`src/rtl/i2s_pkg.sv`:
```
// Shared definitions for the I2S/TDM receive controller: state encoding,
// configuration field widths and the configuration sanity check.
package i2s_pkg;

    typedef enum logic [1:0] {
        ST_IDLE   = 2'd0,
        ST_SEARCH = 2'd1,
        ST_RUN    = 2'd2,
        ST_DRAIN  = 2'd3
    } state_t;

    localparam int TDM_W          = 5;
    localparam int WW_W           = 6;
    localparam int MAX_WORD_WIDTH = 32;

    // A geometry the PHY can honour: at least one slot, 1..32 bclks per slot,
    // and no more valid bits than the slot holds.
    function automatic logic cfg_ok(
        input logic [TDM_W-1:0] tdm_num,
        input logic [WW_W-1:0]  word_width,
        input logic [WW_W-1:0]  valid_word_width
    );
        return (tdm_num != '0)
            && (word_width != '0)
            && (word_width <= WW_W'(MAX_WORD_WIDTH))
            && (valid_word_width <= word_width);
    endfunction

endpackage

```
`src/rtl/i2s_rx_ctrl_if.sv`:
```
// Register-block / PHY side bundle of the receive controller.
// Carries o_byte_err_count only when I2S_RX_CTRL_BYTE_CHECK_EN is defined.
interface i2s_rx_ctrl_if;
    import i2s_pkg::*;

    logic                  cfg_start;
    logic [TDM_W-1:0]      cfg_tdm_num;
    logic [WW_W-1:0]       cfg_word_width;
    logic [WW_W-1:0]       cfg_valid_word_width;
    logic                  cfg_lrck_polarity;
    logic                  cfg_lrck_alignment;
    logic                  lrck;
    logic                  phy_tvalid;
    logic                  phy_tlast;

    logic [TDM_W-1:0]      phy_tdm_num;
    logic [WW_W-1:0]       phy_word_width;
    logic [WW_W-1:0]       phy_valid_word_width;
    logic                  phy_lrck_polarity;
    logic                  phy_lrck_alignment;
    logic                  phy_enable;
    logic [1:0]            o_state;
    logic                  o_locked;
    logic [31:0]           o_frame_num;
    logic [15:0]           o_err_count;
    logic                  o_err_pulse;
    logic                  o_cfg_err;
`ifdef I2S_RX_CTRL_BYTE_CHECK_EN
    logic [15:0]           o_byte_err_count;
`endif

    modport master (
`ifdef I2S_RX_CTRL_BYTE_CHECK_EN
        input  o_byte_err_count,
`endif
        output cfg_start, cfg_tdm_num, cfg_word_width, cfg_valid_word_width,
               cfg_lrck_polarity, cfg_lrck_alignment, lrck, phy_tvalid, phy_tlast,
        input  phy_tdm_num, phy_word_width, phy_valid_word_width, phy_lrck_polarity,
               phy_lrck_alignment, phy_enable, o_state, o_locked, o_frame_num,
               o_err_count, o_err_pulse, o_cfg_err
    );

    modport slave (
`ifdef I2S_RX_CTRL_BYTE_CHECK_EN
        output o_byte_err_count,
`endif
        input  cfg_start, cfg_tdm_num, cfg_word_width, cfg_valid_word_width,
               cfg_lrck_polarity, cfg_lrck_alignment, lrck, phy_tvalid, phy_tlast,
        output phy_tdm_num, phy_word_width, phy_valid_word_width, phy_lrck_polarity,
               phy_lrck_alignment, phy_enable, o_state, o_locked, o_frame_num,
               o_err_count, o_err_pulse, o_cfg_err
    );

endinterface

```
`src/rtl/i2s_period_meter.sv`:
```
// lrck edge detector and frame-period counter; flags each period as good
// (counter == period at a start edge) or bad (wrong length, or overrun).
module i2s_period_meter #(
    parameter int CNT_W = 11
) (
    input  logic             bclk,
    input  logic             rst,
    input  logic             lrck,
    input  logic             polarity,
    input  logic [CNT_W-1:0] period,
    output logic             start_edge,
    output logic             good,
    output logic             bad
);

    logic             q1_reg;
    logic             q2_reg;
    logic [CNT_W-1:0] cnt_reg;
    logic             late_reg;
    logic             overrun;
    logic [CNT_W:0]   period_plus1;

    assign period_plus1 = {1'b0, period} + (CNT_W+1)'(1);

    always_comb begin
        start_edge = polarity ? (q2_reg & ~q1_reg) : (q1_reg ^ q2_reg);
        // late_reg keeps an overrun from being reported twice if the counter
        // saturates right at period+1
        overrun    = ~start_edge & ~late_reg & ({1'b0, cnt_reg} == period_plus1);
        good       = start_edge & (cnt_reg == period);
        bad        = (start_edge & (cnt_reg != period)) | overrun;
    end

    always_ff @(posedge bclk or posedge rst) begin
        if (rst) begin
            q1_reg   <= 1'b0;
            q2_reg   <= 1'b0;
            cnt_reg  <= '0;
            late_reg <= 1'b0;
        end else begin
            q1_reg <= lrck;
            q2_reg <= q1_reg;
            if (start_edge) begin
                cnt_reg  <= CNT_W'(1);
                late_reg <= 1'b0;
            end else begin
                if (cnt_reg != '1) begin
                    cnt_reg <= cnt_reg + CNT_W'(1);
                end
                if (overrun) begin
                    late_reg <= 1'b1;
                end
            end
        end
    end

endmodule

```
`src/rtl/i2s_rx_ctrl.sv`:
```
// I2S/TDM receive sequencing controller: shadows the PHY configuration, locks
// on lrck, gates phy_enable and keeps counters. Optional I2S_RX_CTRL_BYTE_CHECK_EN.
module i2s_rx_ctrl
    import i2s_pkg::*;
#(
    parameter int LOCK_FRAMES = 4,
    parameter int MISS_LIMIT  = 2,
    parameter int CNT_W       = 11
) (
    input logic          bclk,
    input logic          rst,
    i2s_rx_ctrl_if.slave bus
);

    state_t           state_reg;
    logic [TDM_W-1:0] tdm_reg;
    logic [WW_W-1:0]  ww_reg;
    logic [WW_W-1:0]  vww_reg;
    logic             pol_reg;
    logic             align_reg;
    logic [CNT_W-1:0] period_reg;
    logic [3:0]       run_cnt_reg;
    logic             armed_reg;
    logic [3:0]       miss_cnt_reg;
    logic [CNT_W:0]   drain_cnt_reg;
    logic             phy_enable_reg;
    logic             locked_reg;
    logic [31:0]      frame_reg;
    logic [15:0]      err_cnt_reg;
    logic             err_pulse_reg;
    logic             cfg_err_reg;

    logic             start_edge;
    logic             good;
    logic             bad;
    logic [CNT_W-1:0] period_calc;

    assign period_calc = CNT_W'(bus.cfg_tdm_num) * CNT_W'(bus.cfg_word_width);

    i2s_period_meter #(.CNT_W(CNT_W)) u_meter (
        .bclk       (bclk),
        .rst        (rst),
        .lrck       (bus.lrck),
        .polarity   (pol_reg),
        .period     (period_reg),
        .start_edge (start_edge),
        .good       (good),
        .bad        (bad)
    );

    always_ff @(posedge bclk or posedge rst) begin
        if (rst) begin
            state_reg      <= ST_IDLE;
            tdm_reg        <= '0;
            ww_reg         <= '0;
            vww_reg        <= '0;
            pol_reg        <= 1'b0;
            align_reg      <= 1'b0;
            period_reg     <= '0;
            run_cnt_reg    <= '0;
            armed_reg      <= 1'b0;
            miss_cnt_reg   <= '0;
            drain_cnt_reg  <= '0;
            phy_enable_reg <= 1'b0;
            locked_reg     <= 1'b0;
            frame_reg      <= '0;
            err_cnt_reg    <= '0;
            err_pulse_reg  <= 1'b0;
            cfg_err_reg    <= 1'b0;
        end else begin
            err_pulse_reg <= 1'b0;
            if (bus.phy_tlast && (state_reg == ST_RUN || state_reg == ST_DRAIN)) begin
                frame_reg <= frame_reg + 32'd1;
            end

            case (state_reg)
                ST_IDLE: begin
                    tdm_reg        <= bus.cfg_tdm_num;
                    ww_reg         <= bus.cfg_word_width;
                    vww_reg        <= bus.cfg_valid_word_width;
                    pol_reg        <= bus.cfg_lrck_polarity;
                    align_reg      <= bus.cfg_lrck_alignment;
                    phy_enable_reg <= 1'b0;
                    locked_reg     <= 1'b0;
                    if (!bus.cfg_start) begin
                        cfg_err_reg <= 1'b0;
                    end else if (cfg_ok(bus.cfg_tdm_num, bus.cfg_word_width,
                                        bus.cfg_valid_word_width)) begin
                        cfg_err_reg <= 1'b0;
                        period_reg  <= period_calc;
                        run_cnt_reg <= '0;
                        armed_reg   <= 1'b0;
                        state_reg   <= ST_SEARCH;
                    end else begin
                        cfg_err_reg <= 1'b1;
                    end
                end

                ST_SEARCH: begin
                    if (!bus.cfg_start) begin
                        state_reg <= ST_IDLE;
                    end else if (start_edge && !armed_reg) begin
                        // the counter was mid-period on entry, so this edge only aligns it
                        armed_reg <= 1'b1;
                    end else if (armed_reg && good) begin
                        if (run_cnt_reg + 4'd1 >= 4'(LOCK_FRAMES)) begin
                            state_reg      <= ST_RUN;
                            phy_enable_reg <= 1'b1;
                            locked_reg     <= 1'b1;
                            miss_cnt_reg   <= '0;
                            run_cnt_reg    <= '0;
                        end else begin
                            run_cnt_reg <= run_cnt_reg + 4'd1;
                        end
                    end else if (armed_reg && bad) begin
                        run_cnt_reg <= '0;
                    end
                end

                ST_RUN: begin
                    if (bad) begin
                        err_pulse_reg <= 1'b1;
                        if (err_cnt_reg != '1) begin
                            err_cnt_reg <= err_cnt_reg + 16'd1;
                        end
                    end
                    if (!bus.cfg_start) begin
                        state_reg      <= ST_DRAIN;
                        phy_enable_reg <= 1'b0;
                        locked_reg     <= 1'b0;
                        drain_cnt_reg  <= '0;
                    end else if (bad && (miss_cnt_reg + 4'd1 >= 4'(MISS_LIMIT))) begin
                        state_reg      <= ST_SEARCH;
                        phy_enable_reg <= 1'b0;
                        locked_reg     <= 1'b0;
                        armed_reg      <= 1'b0;
                        run_cnt_reg    <= '0;
                        miss_cnt_reg   <= '0;
                    end else if (bad) begin
                        miss_cnt_reg <= miss_cnt_reg + 4'd1;
                    end else if (good) begin
                        miss_cnt_reg <= '0;
                    end
                end

                ST_DRAIN: begin
                    // bounded wait so a silent PHY cannot hold us here forever
                    if (bus.phy_tlast || (drain_cnt_reg == {1'b0, period_reg} + (CNT_W+1)'(1))) begin
                        state_reg <= ST_IDLE;
                    end else begin
                        drain_cnt_reg <= drain_cnt_reg + (CNT_W+1)'(1);
                    end
                end

                default: state_reg <= ST_IDLE;
            endcase
        end
    end

`ifdef I2S_RX_CTRL_BYTE_CHECK_EN
    logic [15:0] beat_cnt_reg;
    logic [15:0] byte_err_reg;
    logic        byte_armed_reg;
    logic [15:0] beats_exp;
    logic [15:0] beats_now;

    assign beats_exp = 16'(tdm_reg) * 16'(vww_reg >> 3);
    assign beats_now = beat_cnt_reg + 16'(bus.phy_tvalid);

    always_ff @(posedge bclk or posedge rst) begin
        if (rst) begin
            beat_cnt_reg   <= '0;
            byte_err_reg   <= '0;
            byte_armed_reg <= 1'b0;
        end else if (state_reg != ST_RUN) begin
            beat_cnt_reg   <= '0;
            byte_armed_reg <= 1'b0;
        end else if (bus.phy_tlast) begin
            // the first frame in RUN may have started before we were counting
            beat_cnt_reg   <= '0;
            byte_armed_reg <= 1'b1;
            if (byte_armed_reg && (beats_now != beats_exp) && (byte_err_reg != '1)) begin
                byte_err_reg <= byte_err_reg + 16'd1;
            end
        end else if (bus.phy_tvalid) begin
            beat_cnt_reg <= beat_cnt_reg + 16'd1;
        end
    end

    assign bus.o_byte_err_count = byte_err_reg;
`endif

    assign bus.phy_tdm_num          = tdm_reg;
    assign bus.phy_word_width       = ww_reg;
    assign bus.phy_valid_word_width = vww_reg;
    assign bus.phy_lrck_polarity    = pol_reg;
    assign bus.phy_lrck_alignment   = align_reg;
    assign bus.phy_enable           = phy_enable_reg;
    assign bus.o_state              = state_reg;
    assign bus.o_locked             = locked_reg;
    assign bus.o_frame_num          = frame_reg;
    assign bus.o_err_count          = err_cnt_reg;
    assign bus.o_err_pulse          = err_pulse_reg;
    assign bus.o_cfg_err            = cfg_err_reg;

endmodule

```
`src/flat_wrapper.sv`:
```
// flat-port wrapper written by rule: the top's interface ports become plain ports
module i2s_rx_ctrl_flat import i2s_pkg::*;
#(
    parameter int LOCK_FRAMES = 4,
    parameter int MISS_LIMIT  = 2,
    parameter int CNT_W       = 11
)
  (bclk, rst, bus_cfg_start, bus_cfg_tdm_num, bus_cfg_word_width, bus_cfg_valid_word_width, bus_cfg_lrck_polarity, bus_cfg_lrck_alignment, bus_lrck, bus_phy_tvalid, bus_phy_tlast, bus_phy_tdm_num, bus_phy_word_width, bus_phy_valid_word_width, bus_phy_lrck_polarity, bus_phy_lrck_alignment, bus_phy_enable, bus_o_state, bus_o_locked, bus_o_frame_num, bus_o_err_count, bus_o_err_pulse, bus_o_cfg_err);
  i2s_rx_ctrl_if bus_i ();
  input logic bclk;
  input logic rst;
  input wire logic [$bits(bus_i.cfg_start)-1:0] bus_cfg_start;
  input wire logic [$bits(bus_i.cfg_tdm_num)-1:0] bus_cfg_tdm_num;
  input wire logic [$bits(bus_i.cfg_word_width)-1:0] bus_cfg_word_width;
  input wire logic [$bits(bus_i.cfg_valid_word_width)-1:0] bus_cfg_valid_word_width;
  input wire logic [$bits(bus_i.cfg_lrck_polarity)-1:0] bus_cfg_lrck_polarity;
  input wire logic [$bits(bus_i.cfg_lrck_alignment)-1:0] bus_cfg_lrck_alignment;
  input wire logic [$bits(bus_i.lrck)-1:0] bus_lrck;
  input wire logic [$bits(bus_i.phy_tvalid)-1:0] bus_phy_tvalid;
  input wire logic [$bits(bus_i.phy_tlast)-1:0] bus_phy_tlast;
  output wire logic [$bits(bus_i.phy_tdm_num)-1:0] bus_phy_tdm_num;
  output wire logic [$bits(bus_i.phy_word_width)-1:0] bus_phy_word_width;
  output wire logic [$bits(bus_i.phy_valid_word_width)-1:0] bus_phy_valid_word_width;
  output wire logic [$bits(bus_i.phy_lrck_polarity)-1:0] bus_phy_lrck_polarity;
  output wire logic [$bits(bus_i.phy_lrck_alignment)-1:0] bus_phy_lrck_alignment;
  output wire logic [$bits(bus_i.phy_enable)-1:0] bus_phy_enable;
  output wire logic [$bits(bus_i.o_state)-1:0] bus_o_state;
  output wire logic [$bits(bus_i.o_locked)-1:0] bus_o_locked;
  output wire logic [$bits(bus_i.o_frame_num)-1:0] bus_o_frame_num;
  output wire logic [$bits(bus_i.o_err_count)-1:0] bus_o_err_count;
  output wire logic [$bits(bus_i.o_err_pulse)-1:0] bus_o_err_pulse;
  output wire logic [$bits(bus_i.o_cfg_err)-1:0] bus_o_cfg_err;
  assign bus_i.cfg_start = bus_cfg_start;
  assign bus_i.cfg_tdm_num = bus_cfg_tdm_num;
  assign bus_i.cfg_word_width = bus_cfg_word_width;
  assign bus_i.cfg_valid_word_width = bus_cfg_valid_word_width;
  assign bus_i.cfg_lrck_polarity = bus_cfg_lrck_polarity;
  assign bus_i.cfg_lrck_alignment = bus_cfg_lrck_alignment;
  assign bus_i.lrck = bus_lrck;
  assign bus_i.phy_tvalid = bus_phy_tvalid;
  assign bus_i.phy_tlast = bus_phy_tlast;
  assign bus_phy_tdm_num = bus_i.phy_tdm_num;
  assign bus_phy_word_width = bus_i.phy_word_width;
  assign bus_phy_valid_word_width = bus_i.phy_valid_word_width;
  assign bus_phy_lrck_polarity = bus_i.phy_lrck_polarity;
  assign bus_phy_lrck_alignment = bus_i.phy_lrck_alignment;
  assign bus_phy_enable = bus_i.phy_enable;
  assign bus_o_state = bus_i.o_state;
  assign bus_o_locked = bus_i.o_locked;
  assign bus_o_frame_num = bus_i.o_frame_num;
  assign bus_o_err_count = bus_i.o_err_count;
  assign bus_o_err_pulse = bus_i.o_err_pulse;
  assign bus_o_cfg_err = bus_i.o_cfg_err;
  i2s_rx_ctrl #(.LOCK_FRAMES(LOCK_FRAMES), .MISS_LIMIT(MISS_LIMIT), .CNT_W(CNT_W)) u_core (.bclk(bclk), .rst(rst), .bus(bus_i));
endmodule
```
`config.mk`:
```
export PLATFORM = sky130hd
export DESIGN_NAME = i2s_rx_ctrl_flat
export DESIGN_NICKNAME = d
export VERILOG_FILES = /design/src/rtl/i2s_pkg.sv /design/src/rtl/i2s_rx_ctrl_if.sv /design/src/rtl/i2s_period_meter.sv /design/src/rtl/i2s_rx_ctrl.sv /design/src/flat_wrapper.sv
export SDC_FILE = /design/constraint.sdc
export NUM_CORES = 1
export LEC_CHECK = 0
export ABC_CLOCK_PERIOD_IN_PS = 5100
export CAP_MARGIN = 10
export CORE_MARGIN = 2
export CORE_UTILIZATION = 40
export DETAILED_ROUTE_END_ITERATION = 8
export PLACE_DENSITY = 0.61
export REMOVE_ABC_BUFFERS = 1
export SYNTH_ARGS = -nofsm -noshare
export SYNTH_HDL_FRONTEND = slang
export SYNTH_SLANG_ARGS = --single-unit
export TNS_END_PERCENT = 50
```
`constraint.sdc`:
```
create_clock -name bclk -period 5.1 [get_ports bclk]
set_input_delay 0.765 -clock bclk [delete_from_list [all_inputs] [get_ports bclk]]
set_output_delay 0.765 -clock bclk [all_outputs]
set_load 0.03 [all_outputs]
```
# Yosys cells after proc, flatten, opt, wreduce, memory -nomap -nowiden
# Index checks and enable logic that the tools add are counted.
# W data, S select, Z words.
op_classes:
  mux: 54
  multipliers: 1
  eq_ne: 27
  addsub: 7
  bitwise: 10
  order_cmp: 4
  reduce_logical: 27
ops:
  columns: ["operator", "count"]
  rows:
  - ["$mux W4", 17]
  - ["$add A32 B1 Y32 const B", 1]
  - ["$mux W12", 2]
  - ["$pmux W12 S2", 1]
  - ["$mux W11", 2]
  - ["$reduce_and A7 Y1", 3]
  - ["$mux W1", 18]
  - ["$mux W2", 9]
  - ["$add A16 B1 Y16 const B", 1]
  - ["$ne A16 B16 Y1 const B", 1]
  - ["$ne A2 B2 Y1 const B", 8]
  - ["$add A11 B1 Y12 const B", 1]
  - ["$add A12 B1 Y12 const B", 1]
  - ["$eq A11 B12 Y1", 1]
  - ["$eq A12 B12 Y1", 1]
  - ["$pmux W4 S3", 1]
  - ["$add A11 B1 Y11 const B", 1]
  - ["$eq A11 B11 Y1", 1]
  - ["$mul A5 B6 Y11", 1]
  - ["$ne A11 B11 Y1", 1]
  - ["$ne A11 B11 Y1 const B", 1]
  - ["$reduce_and A3 Y1", 3]
  - ["$add A4 B1 Y4 const B", 2]
  - ["$logic_and A1 B1 Y1", 8]
  - ["27 further kinds", 44]
word_totals:
  input_bits: 25
  output_inout_bits: 73
  elab_cells: 150
  register_bits: 118

# Longest topological paths before layout
# Gate-level depths: netlist of the first run.
depth:
  ltp_word: 13
  ltp_mapped: 14
  ltp_nobuf: 14

# Cells and area by module
# From an unflattened synthesis of the first run, not the netlist that was laid out.
hier_totals:
  hier_cells: 739
  hier_area_um2: 7397.1
by_module_without_submodules:
  columns: ["module", "cells_each", "n_inst", "area_per_inst_um2", "seq_area_each_um2"]
  rows:
  - ["i2s_rx_ctrl", 608, 1, 6266.0, 2602.5]
  - ["i2s_period_meter", 131, 1, 1131.1, 350.3]

# Least setup slack after synthesis of the first run
# Ideal clock, no wire load.
synth_timing:
  path_kind: "input to register"
  startpoint: "input port bus_cfg_word_width[1]"
  endpoint: "register u_core.period_reg[10]"
  setup_slack_ns: 1.235
  setup_time_ns: 0.095
  t_required_ns: 5.005
  arrival_ns: 3.770
  path_stages: 13
  path_buffers: 0
  cell_sequence: "and2_1 fa_1 fa_1 inv_1 fa_1 inv_1 ha_1 o21ai_0 a21boi_0 o21ai_0 a21o_1 and3b_1 o31ai_1"
synth_via:
  elab_chain_cells: 5
  word_cells_on_any_way: 8
  cone_classes: "1 x mul; 2 x order compare; 5 x reduce/logical"
synth_rtl:
  columns: ["element", "line", "source"]
  rows:
  - ["start: declaration", "flat_wrapper.sv:14", "input wire logic [$bits(bus_i.cfg_word_width)-1:0] bus_cfg_word_width;"]
  - ["branches (longest 5 deep; another with $mul A5 B6 Y11)", null, null]
  - ["end signal: assignment", "i2s_rx_ctrl.sv:90", "period_reg <= period_calc;"]
  - ["end: declaration", "i2s_rx_ctrl.sv:21", "logic [CNT_W-1:0] period_reg;"]
# Parallel ways; which one is timed is not known.
# A chain may end at the register's enable or synchronous reset.

# Worst setup path after layout of the first run
# Ends and elaborated chain as after synthesis.

==> metrics.txt, run 1 <==
ys flop type=dfrtp_1; slew margin rel.=48.3%; worst-margin pin slew=0.775 ns; Synth Area per Inst=9.80 µm²; Post-synth ARST share=100%; r2r setup slk=1.90 ns; # port buffers=96; core area=17900 µm²; placed insts=1047; CTS Buf Count=17; VDD IR max=0.371 mV; Max-Cap Viols=0; sequential cell area fraction in the yosys report=40.6%; FF-to-FF End=u_core.bus.o_frame_num[30]; CTS H-tree depth=4; Detailed Route WL=16200 µm; Synth top area share=40.6%; Die Wd=139 µm; first-pass GRT wire length=28000 µm; RSZ-0062 raised after global routing=false; max reg flops=32; die footprint=19300 µm²; CTS tree=yes; final antenna diode count=0; number of cells on the worst reg-to-reg path=8; Post-Syn Area=7270 µm²; Post-Route Setup TNS=0 ns; crit path DAT=4.64 ns; IO Count=98; vias per cell=5.20; fraction of final layout cells sized beyond drive strength 1=8.71%; CP Launch Type=primary input; reg2reg start=u_core.bus.o_state[1]; leakage=0.00400 µW; Setup Skew=0.00950 ns; Cell Rows=49; end point of the critical path=u_core.period_reg[10]; Post-Place Worst Slack=0.306 ns; EDFF count, synth=0; critical path required time=5.41 ns; CTS Sinks=118; post_cts resized=0; worst min-delay path class=flop to flop; clk slew on worst S/H paths=0.06 ns; Synth warnings=0; CP Capture Type=flop; Max Buffers Root-to-Sink=2; Period Utilization, post-route=84.9%; GP Congestion=0.865; Hold Fails Final Rpt=0; Max Fanout on Critical Path=9; final HPWL from detailed placement=12000 µm; DRC Markers=0; dominant cell type by area after synthesis=dfrtp_1; Fillers=1685; largest net degree at the start of global routing=63; DR pass1 iterations=5; CTS Root Cell=clkbuf_16; Final Max Slew Viols=0; Non-Filler Instances=1079; Nets=912; DR iter-0 viols=312; post-route ant nets=0; initial core utilization=40.6%; GRT overflow=0; synthesized instance count=742; CTS Hold Bufs=0; PwrDens=476 nW/µm²; count of different cell masters after synthesis=64; Layout area overhead=24.9%; Final Critical Period=4.33 ns; critical path class=primary input to flop; Via Count=5608; initial antenna violation count=0; Area contributors post-synth=dfrtp_1 41%, ha_1 6.5%, xnor2_1 6.5%, nand2_1 4.1%, xor2_1 3.7%; global-route usage over all layers=17.7%; start point of the critical path=bus_cfg_word_width[1]; register bit total from synthesis=118; Worst-Skew Late Latency=0.42 ns; highest clock rate=231 MHz; final setup margin=0.771 ns; status=complete, no violations; via count of the first global-routing pass=5553; fin util=50.7%; die height=139 µm; # setup viols final=0; routed length per placed instance=15.0 µm; post-CTS setup buffers=0
## synth_stat cells (all sizes together) (2+ instances only)
cell type / number
o31ai: 3
a21oi: 19
o221ai: 2
nor2: 40
nand2: 80
buf: 11
a21o: 4
and4: 8
o311ai: 3
o21bai: 2
clkbuf: 15
ha: 38
mux2i: 12
o2111ai: 2
o211ai: 3
fa: 12
nor2b: 5
and2: 28
o22ai: 2
o21a: 4
nand2b: 10
and3b: 3
or3: 10
inv: 40
nor3: 13
and3: 21
xor2: 32
dfrtp: 118
nand4: 22
mux2: 26
nand3: 37
nor3b: 2
o21ai: 26
or4: 3
nor4: 8
a31oi: 5
a211oi: 2
a21boi: 2
nor4b: 2
xnor2: 54
## layer usage
| metal | GRT usage (%) | share of wire, % | up-vias |
|---|---|---|---|
| met5 | 0 | 0 | - |
| met4 | 6.38 | 2.0 | 0 |
| met3 | 4.39 | 3.9 | 20 |
| met2 | 27.5 | 46 | 89 |
| met1 | 24.2 | 48 | 2715 |
| li1 | - | - | 2784 |
## cells by family (layout without fill, tap and decap cells)
logic type	after synthesis	in the layout	synth area share, %
AND/OR/NAND/NOR	294	294	21.4
buffers and inverters	66	174	3.84
AO/OA/AOI/OAI	90	90	8.16
multiplexers	38	38	5.68
adder cells (fa/ha/maj)	50	50	9.85
XOR/XNOR	86	86	10.5
flip-flops	118	118	40.6
## power by group
| group | switching (µW) | internal (µW) |
|---|---|---|
| combinational | 922 | 719 |
| clock | 451 | 848 |
| sequential | 252 | 1130 |
| total | 1620 | 2700 |
## metrics by stage
stage	instance area (µm²)	total power, µW	hold slack (ns)
after floorplan	7140	2480	0.354
after global placement	8430	3030	0.366
after detailed placement	8430	3040	0.368
after CTS	9080	4370	0.377
after global routing	9080	4600	0.394
final	9080	4320	0.376
## critical path, cell delays in order
cell and delay, ns:
clkdlybuf4s50_1 0.65, nand2_1 0.12, fa_1 0.50, fa_1 0.51, fa_1 0.54, inv_1 0.04, ha_1 0.31, nor2b_1 0.13
o21ai_0 0.10, a21boi_0 0.27, o21ai_0 0.15, a21o_1 0.20, and3b_1 0.15, o31ai_1 0.21
## placed cells by master (no fill, tap or decap), types with 19 or more instances in the layout
master,count
clkdlybuf4s50_1,96
nor2_1,40
and2_1,28
o21ai_0,25
xor2_1,31
nand4_1,22
dfrtp_1,118
nand3_1,37
ha_1,38
mux2_2,24
xnor2_1,54
and3_1,19
a21oi_1,19
inv_1,39
nand2_1,80
## area by class of cell
class | count | area [µm²] | share of cell area [%]
tap | 229 | 287 | 3.16
clock inverter | 13 | 193 | 2.12
timing repair buffer | 102 | 1010 | 11.1
inverter | 40 | 153 | 1.68
sequential | 118 | 2950 | 32.5
clock buffer | 19 | 453 | 4.99
multi-input combinational | 558 | 4040 | 44.5
## worst min path at each step
stage | cells past startpoint | end | start
finish | 0 | u_core.u_meter.q2_reg | u_core.u_meter.q1_reg
global route | 0 | u_core.u_meter.q2_reg | u_core.u_meter.q1_reg
CTS | 0 | u_core.u_meter.q2_reg | u_core.u_meter.q1_reg
detailed placement | 0 | u_core.u_meter.q2_reg | u_core.u_meter.q1_reg
global placement | 0 | u_core.u_meter.q2_reg | u_core.u_meter.q1_reg
floorplan | 0 | u_core.u_meter.q2_reg | u_core.u_meter.q1_reg
No activity file was read; power rests on OpenSTA's default activity.
==> run 2: changes to the inputs <==
--- a/config.mk
+++ b/config.mk
@@ -5,12 +5,12 @@
 export SDC_FILE = /design/constraint.sdc
 export NUM_CORES = 1
 export LEC_CHECK = 0
-export ABC_CLOCK_PERIOD_IN_PS = 5100
+export ABC_CLOCK_PERIOD_IN_PS = 3740
 export CAP_MARGIN = 10
 export CORE_MARGIN = 2
 export CORE_UTILIZATION = 40
 export DETAILED_ROUTE_END_ITERATION = 8
-export PLACE_DENSITY = 0.61
+export PLACE_DENSITY = 0.64
 export REMOVE_ABC_BUFFERS = 1
 export SYNTH_ARGS = -nofsm -noshare
 export SYNTH_HDL_FRONTEND = slang
==> constraint.sdc (replaced) <==
create_clock -name bclk -period 3.74 [get_ports bclk]
set_input_delay 0.561 -clock bclk [delete_from_list [all_inputs] [get_ports bclk]]
set_output_delay 0.561 -clock bclk [all_outputs]
set_load 0.03 [all_outputs]
==> metrics.txt, run 2 (same netlist as run 1, synthesis figures left out) <==
final antenna diode count=0 (unchanged); VDD IR max=0.474 mV (was 0.371 mV); Worst-Skew Late Latency=0.42 ns (about the same); worst-margin pin slew=0.705 ns (was 0.775 ns); most frequent cells in the layout=118 x dfrtp_1, 90 x clkdlybuf4s50_1, 80 x nand2_1 (was 118 x dfrtp_1, 96 x clkdlybuf4s50_1, 80 x nand2_1); # setup viols final=0 (unchanged); CTS tree=yes (unchanged); Max Buffers Root-to-Sink=2 (unchanged); initial core utilization=40.6% (unchanged); hold slack=0.376 ns (about the same); routed length per placed instance=15.1 µm (was 15.0 µm); post-route ant nets=0 (unchanged); core area=17900 µm² (unchanged); sequential group share of total power=31.6% (was 32.0%); DR pass1 iterations=5 (unchanged); Max Fanout on Critical Path=2 (was 9); clk slew on worst S/H paths=0.06 ns (about the same); CTS Hold Bufs=0 (unchanged); Final Max Slew Viols=0 (unchanged); PwrDens=642 nW/µm² (was 476 nW/µm²); die height=139 µm (unchanged); worst min-delay path class=flop to flop (unchanged); start point of the critical path=bus_cfg_word_width[3] (was bus_cfg_word_width[1]); Layout area overhead=28.0% (was 24.9%); GP Congestion=0.834 (was 0.865); Nets=937 (was 912); end point of the critical path=u_core.period_reg[10] (unchanged); # port buffers=96 (unchanged); r2r setup slk=0.84 ns (was 1.90 ns); crit path DAT=3.85 ns (was 4.64 ns); post-CTS setup buffers=0 (unchanged); met1 Use GR=24.1% (was 24.2%); Hold Fails Final Rpt=0 (unchanged); Internal=3730 µW (was 2700 µW); Post-Route Setup TNS=0 ns (unchanged); Via Count=5782 (was 5608); largest net degree at the start of global routing=92 (was 63); highest clock rate=284 MHz; RSZ-0062 raised after global routing=false (unchanged); CTS Sinks=118 (unchanged); sw frac=37.5% (was 37.6%); Finished Cell Area=9310 µm² (was 9080 µm²); total power=5970 µW (was 4320 µW); Cell Rows=49 (unchanged); max reg flops=32 (unchanged); Placement Cell Area=8630 µm² (was 8430 µm²); P_sw=2240 µW (was 1620 µW); DRC Markers=0 (unchanged); final HPWL from detailed placement=12300 µm (was 12000 µm); vias per cell=5.24 (was 5.20); CTS Buf Count=17 (unchanged); fraction of final layout cells sized beyond drive strength 1=11.9% (was 8.71%); via count of the first global-routing pass=5629 (was 5553); leakage=0.00416 µW (was 0.00400 µW); Die Wd=139 µm (unchanged); slew margin rel.=52.6% (was 48.3%); die footprint=19300 µm² (unchanged); status=complete, no violations (unchanged); first-pass GRT wire length=28700 µm (was 28000 µm); IO Count=98 (unchanged); CP Launch Type=primary input (unchanged); global-route usage over all layers=18.2% (was 17.7%); critical path required time=4.06 ns (was 5.41 ns); met2 Usage GRT=29.4% (was 27.5%); CTS H-tree depth=4 (unchanged); reg2reg start=u_core.period_reg[0] (was u_core.bus.o_state[1]); gr busiest metal=met2 (unchanged); number of cells on the worst reg-to-reg path=8 (unchanged); initial antenna violation count=0 (unchanged); met3 usage=4.42% (was 4.39%); CTS Root Cell=clkbuf_16 (unchanged); DR iter-0 viols=337 (was 312); Period Utilization, post-route=94.3%; Setup Skew=0.00750 ns (was 0.00950 ns); FF-to-FF End=u_core.run_cnt_reg[0] (was u_core.bus.o_frame_num[30]); Detailed Route WL=16700 µm (was 16200 µm); Max-Cap Viols=0 (unchanged); final setup margin=0.214 ns (was 0.771 ns); critical path class=primary input to flop (unchanged); CP Capture Type=flop (unchanged); combinational share of power=39.2% (was 37.9%); Post-Place Worst Slack=-0.647 ns (was 0.306 ns); commonest non-fill, non-tap cell in the layout=dfrtp_1 (unchanged); clock power share=29.2% (was 30.0%); GRT overflow=0 (unchanged); Final Critical Period=3.53 ns
-- run 2: cell count changes in the layout (fill, tap and decap cells not counted), moves of 2 or more --
cell,before,now
o21ai_0,25,23
clkdlybuf4s50_1,96,90
o21ai_1,1,3
buf_4,6,30
clkinv_2,0,3
clkinv_4,1,3
dlymetal6s2s_1,0,2
dlygate4sd2_1,0,4
inv_6,3,0
clkinvlp_4,5,2
ha_4,0,2
ha_1,38,36
-- run 2: per-layer routing --
layer / part of all wire, % / wire length [µm]
met4: 1.5 / 246
met1: 46 / 7730
met3: 3.6 / 607
met5: 0 / 0
met2: 49 / 8130
-- run 2: worst min path at each step --
stage,to,cells after the start,from
6_report,u_core.u_meter.q2_reg,0,u_core.u_meter.q1_reg
5_1_grt,u_core.u_meter.q2_reg,0,u_core.u_meter.q1_reg
4_1_cts,u_core.u_meter.q2_reg,0,u_core.u_meter.q1_reg
3_5_place_dp,u_core.u_meter.q2_reg,0,u_core.u_meter.q1_reg
3_3_place_gp,u_core.u_meter.q2_reg,0,u_core.u_meter.q1_reg
2_1_floorplan,u_core.u_meter.q2_reg,0,u_core.u_meter.q1_reg
-- run 2: critical path, stage by stage --
cell             delay (ns)
clkdlybuf4s50_1        0.42
and2_4                 0.17
fa_1                   0.46
fa_1                   0.49
inv_1                  0.05
fa_1                   0.49
inv_2                  0.05
ha_4                   0.25
o21ai_1                0.07
a21boi_1               0.19
o21ai_1                0.11
a21o_1                 0.17
and3b_1                0.15
o31ai_1                0.23
-- run 2: what timing repair did --
action / in CTS / in global routing
resized for setup: 7 / 9
pin swaps: 4 / 13
endpoints found under the setup margin: 4 / 4
-- run 2: power groups by stage --
stage | combinational [µW] | clock [µW] | sequential (µW)
finish | 2340 | 1740 | 1890
global route | 2560 | 1840 | 1940
CTS | 2340 | 1780 | 1890
detailed placement | 2320 | 0 | 1910
global placement | 2300 | 0 | 1900
floorplan | 1250 | 0 | 2140
-- run 2: area by class of cell --
type | count | area, µm²
Clock buffer | 20 | 457
Clock inverter | 12 | 176
Fill cell | 1657 | 8600
Inverter | 40 | 153
Multi-Input combinational cell | 558 | 4070
Sequential cell | 118 | 2950
Tap cell | 229 | 287
Timing Repair Buffer | 127 | 1210
-- run 2: through the flow --
step / instances / utilization (%)
global placement: 1072 / 48.2
CTS: 1104 / 51.7
detailed placement: 1072 / 48.2
finish: 1104 / 52.0
global route: 1104 / 52.0
floorplan: 716 / -
==> run 3: changes to the inputs <==
--- a/config.mk
+++ b/config.mk
@@ -15,4 +15,4 @@
 export SYNTH_ARGS = -nofsm -noshare
 export SYNTH_HDL_FRONTEND = slang
 export SYNTH_SLANG_ARGS = --single-unit
-export TNS_END_PERCENT = 50
+export TNS_END_PERCENT = 20
==> results of run 3 <==
Final layout, timing and power as in run 2 (identical DEF).
